**src/rtl/fir_dsp_ctrl.sv**
```systemverilog
// fir_dsp_ctrl: sequences an N-tap binary32 FIR through one external
// multiply-accumulate slice, one sample at a time.
module fir_dsp_ctrl #(
   parameter int unsigned FILTER_ORDER = 4,
   parameter int unsigned DATA_WIDTH   = 32,
   parameter int unsigned COEFF_WIDTH  = 32,
   parameter int unsigned OUTPUT_WIDTH = 32,
   parameter int unsigned DSP_LATENCY  = 4
) (
   input  logic                            clk_i,
   input  logic                            rst_i,
   input  logic                            s_valid_i,
   output logic                            s_ready_o,
   input  logic [DATA_WIDTH-1:0]           s_data_i,
   input  logic                            coef_we_i,
   input  logic [$clog2(FILTER_ORDER)-1:0] coef_addr_i,
   input  logic [COEFF_WIDTH-1:0]          coef_data_i,
   output logic                            m_valid_o,
   input  logic                            m_ready_i,
   output logic [OUTPUT_WIDTH-1:0]         m_data_o,
   output logic [2:0]                      m_flags_o,
   output logic [DATA_WIDTH-1:0]           dsp_x_o,
   output logic [COEFF_WIDTH-1:0]          dsp_h_o,
   output logic                            dsp_fpopmode_bit_o,
   input  logic [OUTPUT_WIDTH-1:0]         dsp_y_i,
   input  logic                            dsp_invalid_i,
   input  logic                            dsp_overflow_i,
   input  logic                            dsp_underflow_i
);

   localparam int unsigned TAP_W = $clog2(FILTER_ORDER);
   localparam int unsigned DRN_W = $clog2(DSP_LATENCY + 1);
   localparam logic [TAP_W-1:0] LAST_TAP = TAP_W'(FILTER_ORDER - 1);
   localparam logic [DRN_W-1:0] LAST_DRN = DRN_W'(DSP_LATENCY - 1);

   typedef enum logic [1:0] {
      S_IDLE  = 2'd0,
      S_ISSUE = 2'd1,
      S_DRAIN = 2'd2,
      S_OUT   = 2'd3
   } state_e;

   state_e state_q, state_d;

   logic [DATA_WIDTH-1:0]   dline_q [FILTER_ORDER];
   logic [DATA_WIDTH-1:0]   dline_d [FILTER_ORDER];
   logic [COEFF_WIDTH-1:0]  coef_q  [FILTER_ORDER];
   logic [COEFF_WIDTH-1:0]  coef_d  [FILTER_ORDER];

   logic [TAP_W-1:0]        tap_q, tap_d;
   logic [DRN_W-1:0]        drn_q, drn_d;
   logic [2:0]              flags_q, flags_d;
   logic [OUTPUT_WIDTH-1:0] m_data_q, m_data_d;
   logic                    m_valid_q, m_valid_d;
   logic [DATA_WIDTH-1:0]   dsp_x_q, dsp_x_d;
   logic [COEFF_WIDTH-1:0]  dsp_h_q, dsp_h_d;
   logic                    dsp_mode_q, dsp_mode_d;

   logic                    s_fire_c;
   logic [TAP_W-1:0]        next_tap_c;

   assign s_ready_o          = (state_q == S_IDLE) & ~rst_i;
   assign s_fire_c           = s_valid_i & s_ready_o;
   assign next_tap_c         = tap_q + TAP_W'(1);

   assign m_valid_o          = m_valid_q;
   assign m_data_o           = m_data_q;
   assign m_flags_o          = flags_q;
   assign dsp_x_o            = dsp_x_q;
   assign dsp_h_o            = dsp_h_q;
   assign dsp_fpopmode_bit_o = dsp_mode_q;

   // State register
   always_ff @(posedge clk_i) begin
      if (rst_i) begin
         state_q <= S_IDLE;
      end else begin
         state_q <= state_d;
      end
   end

   // Next-state logic
   always_comb begin
      state_d = state_q;
      unique case (state_q)
         S_IDLE:  if (s_fire_c)            state_d = S_ISSUE;
         S_ISSUE: if (tap_q == LAST_TAP)   state_d = S_DRAIN;
         S_DRAIN: if (drn_q == LAST_DRN)   state_d = S_OUT;
         S_OUT:   if (m_ready_i)           state_d = S_IDLE;
         default:                          state_d = S_IDLE;
      endcase
   end

   // Datapath next values: tap issue, flag accumulation, result capture
   always_comb begin
      dline_d    = dline_q;
      coef_d     = coef_q;
      tap_d      = tap_q;
      drn_d      = drn_q;
      flags_d    = flags_q;
      m_data_d   = m_data_q;
      m_valid_d  = m_valid_q;
      dsp_x_d    = '0;
      dsp_h_d    = '0;
      dsp_mode_d = 1'b0;

      unique case (state_q)
         S_IDLE: begin
            if (coef_we_i && (32'(coef_addr_i) < FILTER_ORDER)) begin
               coef_d[coef_addr_i] = coef_data_i;
            end
            if (s_fire_c) begin
               dline_d[0] = s_data_i;
               for (int k = 1; k < int'(FILTER_ORDER); k++) begin
                  dline_d[k] = dline_q[k-1];
               end
               tap_d      = '0;
               drn_d      = '0;
               flags_d    = '0;
               // Tap 0 issues from the incoming sample and always loads
               dsp_x_d    = s_data_i;
               dsp_h_d    = coef_q[0];
               dsp_mode_d = 1'b0;
            end
         end
         S_ISSUE: begin
            if (tap_q != LAST_TAP) begin
               tap_d      = next_tap_c;
               dsp_x_d    = dline_q[next_tap_c];
               dsp_h_d    = coef_q[next_tap_c];
               dsp_mode_d = 1'b1;
            end else begin
               drn_d = '0;
            end
         end
         S_DRAIN: begin
            flags_d = flags_q | {dsp_invalid_i, dsp_overflow_i, dsp_underflow_i};
            drn_d   = drn_q + DRN_W'(1);
            if (drn_q == LAST_DRN) begin
               m_data_d  = dsp_y_i;
               m_valid_d = 1'b1;
               drn_d     = '0;
            end
         end
         S_OUT: begin
            if (m_ready_i) begin
               m_valid_d = 1'b0;
            end
         end
         default: begin
            m_valid_d = 1'b0;
         end
      endcase
   end

   // Datapath registers
   always_ff @(posedge clk_i) begin
      if (rst_i) begin
         for (int k = 0; k < int'(FILTER_ORDER); k++) begin
            dline_q[k] <= '0;
            coef_q[k]  <= '0;
         end
         tap_q      <= '0;
         drn_q      <= '0;
         flags_q    <= '0;
         m_data_q   <= '0;
         m_valid_q  <= 1'b0;
         dsp_x_q    <= '0;
         dsp_h_q    <= '0;
         dsp_mode_q <= 1'b0;
      end else begin
         dline_q    <= dline_d;
         coef_q     <= coef_d;
         tap_q      <= tap_d;
         drn_q      <= drn_d;
         flags_q    <= flags_d;
         m_data_q   <= m_data_d;
         m_valid_q  <= m_valid_d;
         dsp_x_q    <= dsp_x_d;
         dsp_h_q    <= dsp_h_d;
         dsp_mode_q <= dsp_mode_d;
      end
   end

endmodule

```
**config.mk**
```make
export PLATFORM = sky130hd
export DESIGN_NAME = fir_dsp_ctrl
export DESIGN_NICKNAME = d
export VERILOG_FILES = /design/src/rtl/fir_dsp_ctrl.sv
export SDC_FILE = /design/constraint.sdc
export NUM_CORES = 1
export LEC_CHECK = 0
export CAP_MARGIN = 10
export CORE_MARGIN = 10
export CORE_UTILIZATION = 54
export DETAILED_ROUTE_END_ITERATION = 7
export PLACE_DENSITY = 0.87
export REMOVE_ABC_BUFFERS = 1
export SYNTH_ARGS = -nofsm -noshare
export SYNTH_HDL_FRONTEND = slang
export SYNTH_SLANG_ARGS = --single-unit
```
**constraint.sdc**
```tcl
create_clock -name clk_i -period 2.3 [get_ports clk_i]
set_input_delay 0.46 -clock clk_i [delete_from_list [all_inputs] [get_ports clk_i]]
set_output_delay 0.46 -clock clk_i [all_outputs]
set_load 0.02 [all_outputs]
```
# Word-level counts from Yosys, hierarchy flattened
# Cells that the tools add are included.
# classes
addsub	2
order_cmp	3
n_eq_ne	12
n_mux	32
bitwise	7
reduce_logical	15
# op_table
cell	n
$mux W32	9
$bmux W32 S2	2
$bwmux W128	1
$pmux W32 S2	2
$demux W32 S2	1
$ne A2 B2 Y1 const B	7
$mux W2	6
$mux W3	3
$pmux W3 S3	1
$reduce_and A3 Y1	3
$pmux W2 S4	1
$reduce_and A2 Y1	4
$eq A2 B2 Y1 const B	3
$ge A3 B3 Y1 const B	2
$not A2 Y3	2
$pmux W3 S2	1
$reduce_bool A2 Y1	3
$pmux W2 S2	1
$reduce_and A4 Y1	1
$add A3 B1 Y3 const B	1
$eq A3 B2 Y1 const B	1
$lt A3 B1 Y1 const B	1
$mux W1	3
$or A3 B3 Y3	1
other kinds (9)	11
# totals
ff_bits	364
input_bits	106
output_inout_bits	102
word_cells	88

# Depth between registers and ports, before layout
# depth
word_depth	7
depth_mapped	9
depth_no_buf	6

# Worst setup path after synthesis
# No wires, ideal clock.
# synth_path
path_type	register to register
startpoint	register tap_q[0]
endpoint	register dsp_x_q[19], in the netlist dsp_x_o[19]
setup_ns	0.128
arrival_ns	1.670
t_required_ns	2.172
path_slack_ns	0.502
path_stages_with_launch	7
path_buffers	2
synth_period_minus_slack_ns	1.798
path_cell_list	dfxtp_1 > ha_1 > buf_2 > buf_2 > mux2_2 > a222oi_1 > nor2_1
# synth_between
elab_chain_cells	7
word_cells_on_any_way	8
# synth_rtl
item	line_no	source
from (decl)	50	logic [TAP_W-1:0] tap_q, tap_d;
from (signal assigned)	174	tap_q <= tap_d;
$add A2 B1 Y2	64	assign next_tap_c = tap_q + TAP_W'(1);
$not A2 Y3 (not written as such)	129	dsp_x_d = dline_q[next_tap_c];
$bmux W32 S2	129	
$mux W32 (not written as such) (2 in series)	129	
$mux W32 (*)	127	if (tap_q != LAST_TAP) begin
$pmux W32 S2 (*)	107	unique case (state_q)
to (signal assigned)	179	dsp_x_q <= dsp_x_d;
to (decl)	55	logic [DATA_WIDTH-1:0] dsp_x_q, dsp_x_d;
# Every way passes the cells marked *; elsewhere a longest branch is shown, timed or not. The select of a mux whose other input is x is not followed.
# A chain may end at the register's enable or synchronous reset.

# Worst setup path in the final report
# layout_path
startpoint	register state_q[0]
endpoint	output s_ready_o
# layout_between
elab_chain_cells	2
# layout_rtl
item	line_no	source
from (decl)	43	state_e state_q, state_d;
from (signal assigned)	78	state_q <= state_d;
$logic_not A2 Y1	62	assign s_ready_o = (state_q == S_IDLE) & ~rst_i;
$and A1 B1 Y1	62	
to (decl)	13	output logic s_ready_o,
# No other way between the ends.

==> run summary <==
Min cycle time layout: 2.08 ns
Depth of the worst register-to-register path: 7
Post-detailed-route via-to-cell ratio: 5.63
Drt pass-1 iters: 8
Largest net degree at the start of global routing: 222
I/O pin count: 208
Total DRC errors in the routed layout: 0
Arr. time, crit path: 1.62 ns
Crit-path leading delay family: buffers and inverters
Number of antenna violations at the first check in global routing: 1
Largest stage delay on the critical path: 0.34 ns
Worst hold path stage count: 2
Number of CTS-inserted buffers: 38
Yosys synthesis warning count: 0
Share of synthesized area occupied by flip-flops and latches: 0.500
Power dissipated by switching net loads: 0.00479 W
Setup fix buffers added after clock tree synthesis: 0
Die boundary width: 184 µm
Hold/Removal Path Class: reg2reg
Count of buffering cells on the critical path with inverters included: 2
Number of input and output port buffers inserted: 207
Util after Layout: 0.684
Total design power: 0.0166 W
Number of logic stages on the critical path including buffering: 4
Post-layout net count: 1987
Global-route total usage across every layer: 0.223
Worst endpoint required time: 1.84 ns
Number of failing hold endpoints at the final stage: 0
Start-to-end type of the worst setup path: reg2out
Most frequent standard cell in the layout excluding fill and tap cells: nand2_1
Fraction of layout instances using a drive strength above 1: 0.125
DPL Wire Length: 23.8 mm
DR vias: 12600
Clock sink count: 364
Number of endpoints failing setup at the final stage: 0
Post-route cell area: 18300 µm²
Number of levels the H-tree was split into: 2
Number of instances in the placed design: 2175
Peak clock frequency supported by timing: 0.480 GHz
Flops & latches, synth: 364
Max-slew headroom: 0.353
Crit-path slowest cell: dfxtp_1
Final Max Tran Viols: 0
Clock skew after layout: 0.0130 ns
Die Footprint: 34000 µm²
Via count of the first global-routing pass: 12500
Initial cell density of the core: 0.544
Combinational group share of total power: 0.207
Outcome: completed
Fraction of power spent switching nets: 0.289
Distinct cell type count after synthesis: 29
Clock latency reported for the late side of the worst-skew pair: 0.52 ns
CTS tree: done
Clk slew on worst S/H paths: 0.06 ns
Cell-by-cell trace of the critical path: inv_1 > ha_1 > nor2b_2 > clkbuf_2
Detailed-route wire length per cell: 17.6 µm
Critical path peak fanout: 4
Worst VDD drop: 0.000675 V
Die height: 184 µm
GR Overflow Total: 0
Share of the clock period used by the worst path: 0.905
Core region area: 26800 µm²
Non-filler instance count after layout: 2245
Cell-internal power: 0.0118 W
Hold buffers post-CTS: 0
Count of nets left with antenna violations after detail routing: 0
Relative contribution of the clock network to total power: 0.378
First-pass GRT wire length: 63.1 mm
Power density over cell area: 905 nW/µm²
Actual slew at the worst max-slew pin: 0.971 ns
Count of flip-flops with a built-in enable after synthesis: 0
Total leakage power: 6.90 nW
Setup crit start kind: flip-flop
Clock tree root buffer cell: clkbuf_16
Worst Setup End Kind: output pin
Number of DRC markers in iteration 0: 1274
Routability cong.: 0.802
Clock tree buffer depth: 3
Commonest cells after routing, fill and taps aside: 612 x nand2_1, 364 x dfxtp_1, 240 x a21oi_1, 205 x clkdlybuf4s50_1, 128 x mux2_2
Post-Synthesis Mean Instance Area: 8.44 µm²
Flop pwr share: 0.415
Post-synthesis cell area: 14600 µm²
Proportion of synthesized flip-flops having asynchronous set or reset: 0
Synthesized instance count: 1728
Placed instance area: 17000 µm²
Internal reg-to-reg setup slack: 0.24 ns
Primary flip-flop cell chosen by synthesis mapping: dfxtp_1
RSZ-0062 raised after global routing: false
Relative area change from synthesis to final layout: 25.6%
Number of cell rows: 60
Final Routed Wirelength: 39.4 mm
Count of max-cap constraint violations: 0
[state kept, by name, indices dropped and copies added (netlist names)]
name,cells
dsp_x_o,32
coef_q,128
state_q,2
m_flags_o,3
tap_q,2
m_valid_o,1
dline_q,128
m_data_o,32
dsp_h_o,32
dsp_fpopmode_bit_o,1
drn_q,3
[per-layer routing]
metal	vias up	wire length (µm)	track usage
met1	6027	15900	0.266
met3	79	2520	0.0392
met2	445	20000	0.392
met5	-	0	0
met4	0	967	0.0774
li1	6095	-	-
[logic make-up after synthesis]
group                      after synthesis  share of synthesized area
and+or+nand+nor                        769                      0.228
DFF                                    364                      0.500
AOI/OAI and AO/OA                      317                      0.125
buffers and inverters                  141                     0.0408
muxes                                  130                      0.100
adders and majority gates                7                    0.00600
[path summary, 6_finish.rpt]
kind,start,endpoint
max reg2reg,state_q[1]$_SDFFE_PP0P_,dsp_h_o[30]$_SDFF_PP0_
min reg2reg,dline_q[71]$_SDFFE_PP0P_,dline_q[39]$_SDFFE_PP0P_
max,state_q[0]$_SDFFE_PP0P_,s_ready_o
min,dline_q[71]$_SDFFE_PP0P_,dline_q[39]$_SDFFE_PP0P_
[tightest hold or removal path, cell delays in order (launching register included)]
cell     delay, ns
dfxtp_1       0.32
nand2_1       0.06
nand2_1       0.04
[Yosys cell counts, types with 5 or more instances]
| library cell | number | share of area |
|---|---|---|
| dfxtp_1 | 364 | 0.50 |
| nand3b_1 | 97 | 0.050 |
| and2_1 | 5 | 0.0021 |
| a211oi_1 | 5 | 0.0026 |
| a22oi_1 | 41 | 0.021 |
| inv_1 | 5 | 0.0013 |
| ha_1 | 7 | 0.0060 |
| nor2_1 | 32 | 0.0082 |
| a222oi_1 | 24 | 0.016 |
| clkbuf_1 | 83 | 0.021 |
| o21ai_0 | 5 | 0.0017 |
| mux2_2 | 128 | 0.099 |
| a21oi_1 | 240 | 0.082 |
| nand2_1 | 613 | 0.16 |
| buf_2 | 52 | 0.018 |
| nand2b_1 | 6 | 0.0026 |
[repair_timing]
item / in CTS / in global routing
pin swaps: 0 / 0
setup endpoints to repair: 1 / 1
cloned: 0 / 0
resized for setup: 1 / 2
endpoints found under the hold margin: 0 / 0
[stage by stage]
stage	hold slack [ns]	setup slack [ns]	setup TNS (ns)
3_3_place_gp	0.437	0.231	0
2_1_floorplan	0.427	-2.66	-437.34
3_5_place_dp	0.445	0.156	0
6_report	0.450	0.218	0
5_1_grt	0.464	0.140	0
4_1_cts	0.450	0.0238	0
[cell type report]
cell class,count,area (µm²)
multi-input combinational,1223,6750
inverter,5,18.8
clock buffer,59,1160
fill,1999,8470
clock inverter,10,135
timing repair buffer,242,2550
tap,341,427
antenna,1,2.50
sequential,364,7290
[power groups by stage]
stage | combinational, W | sequential, W | clock [W]
after floorplan | 0.00182 | 0.00704 | 0
after global placement | 0.00332 | 0.00699 | 0
after detailed placement | 0.00339 | 0.00701 | 0
after CTS | 0.00341 | 0.00688 | 0.00634
after global routing | 0.00367 | 0.00692 | 0.00662
final | 0.00344 | 0.00688 | 0.00627
No activity file was read; power rests on OpenSTA's default activity.
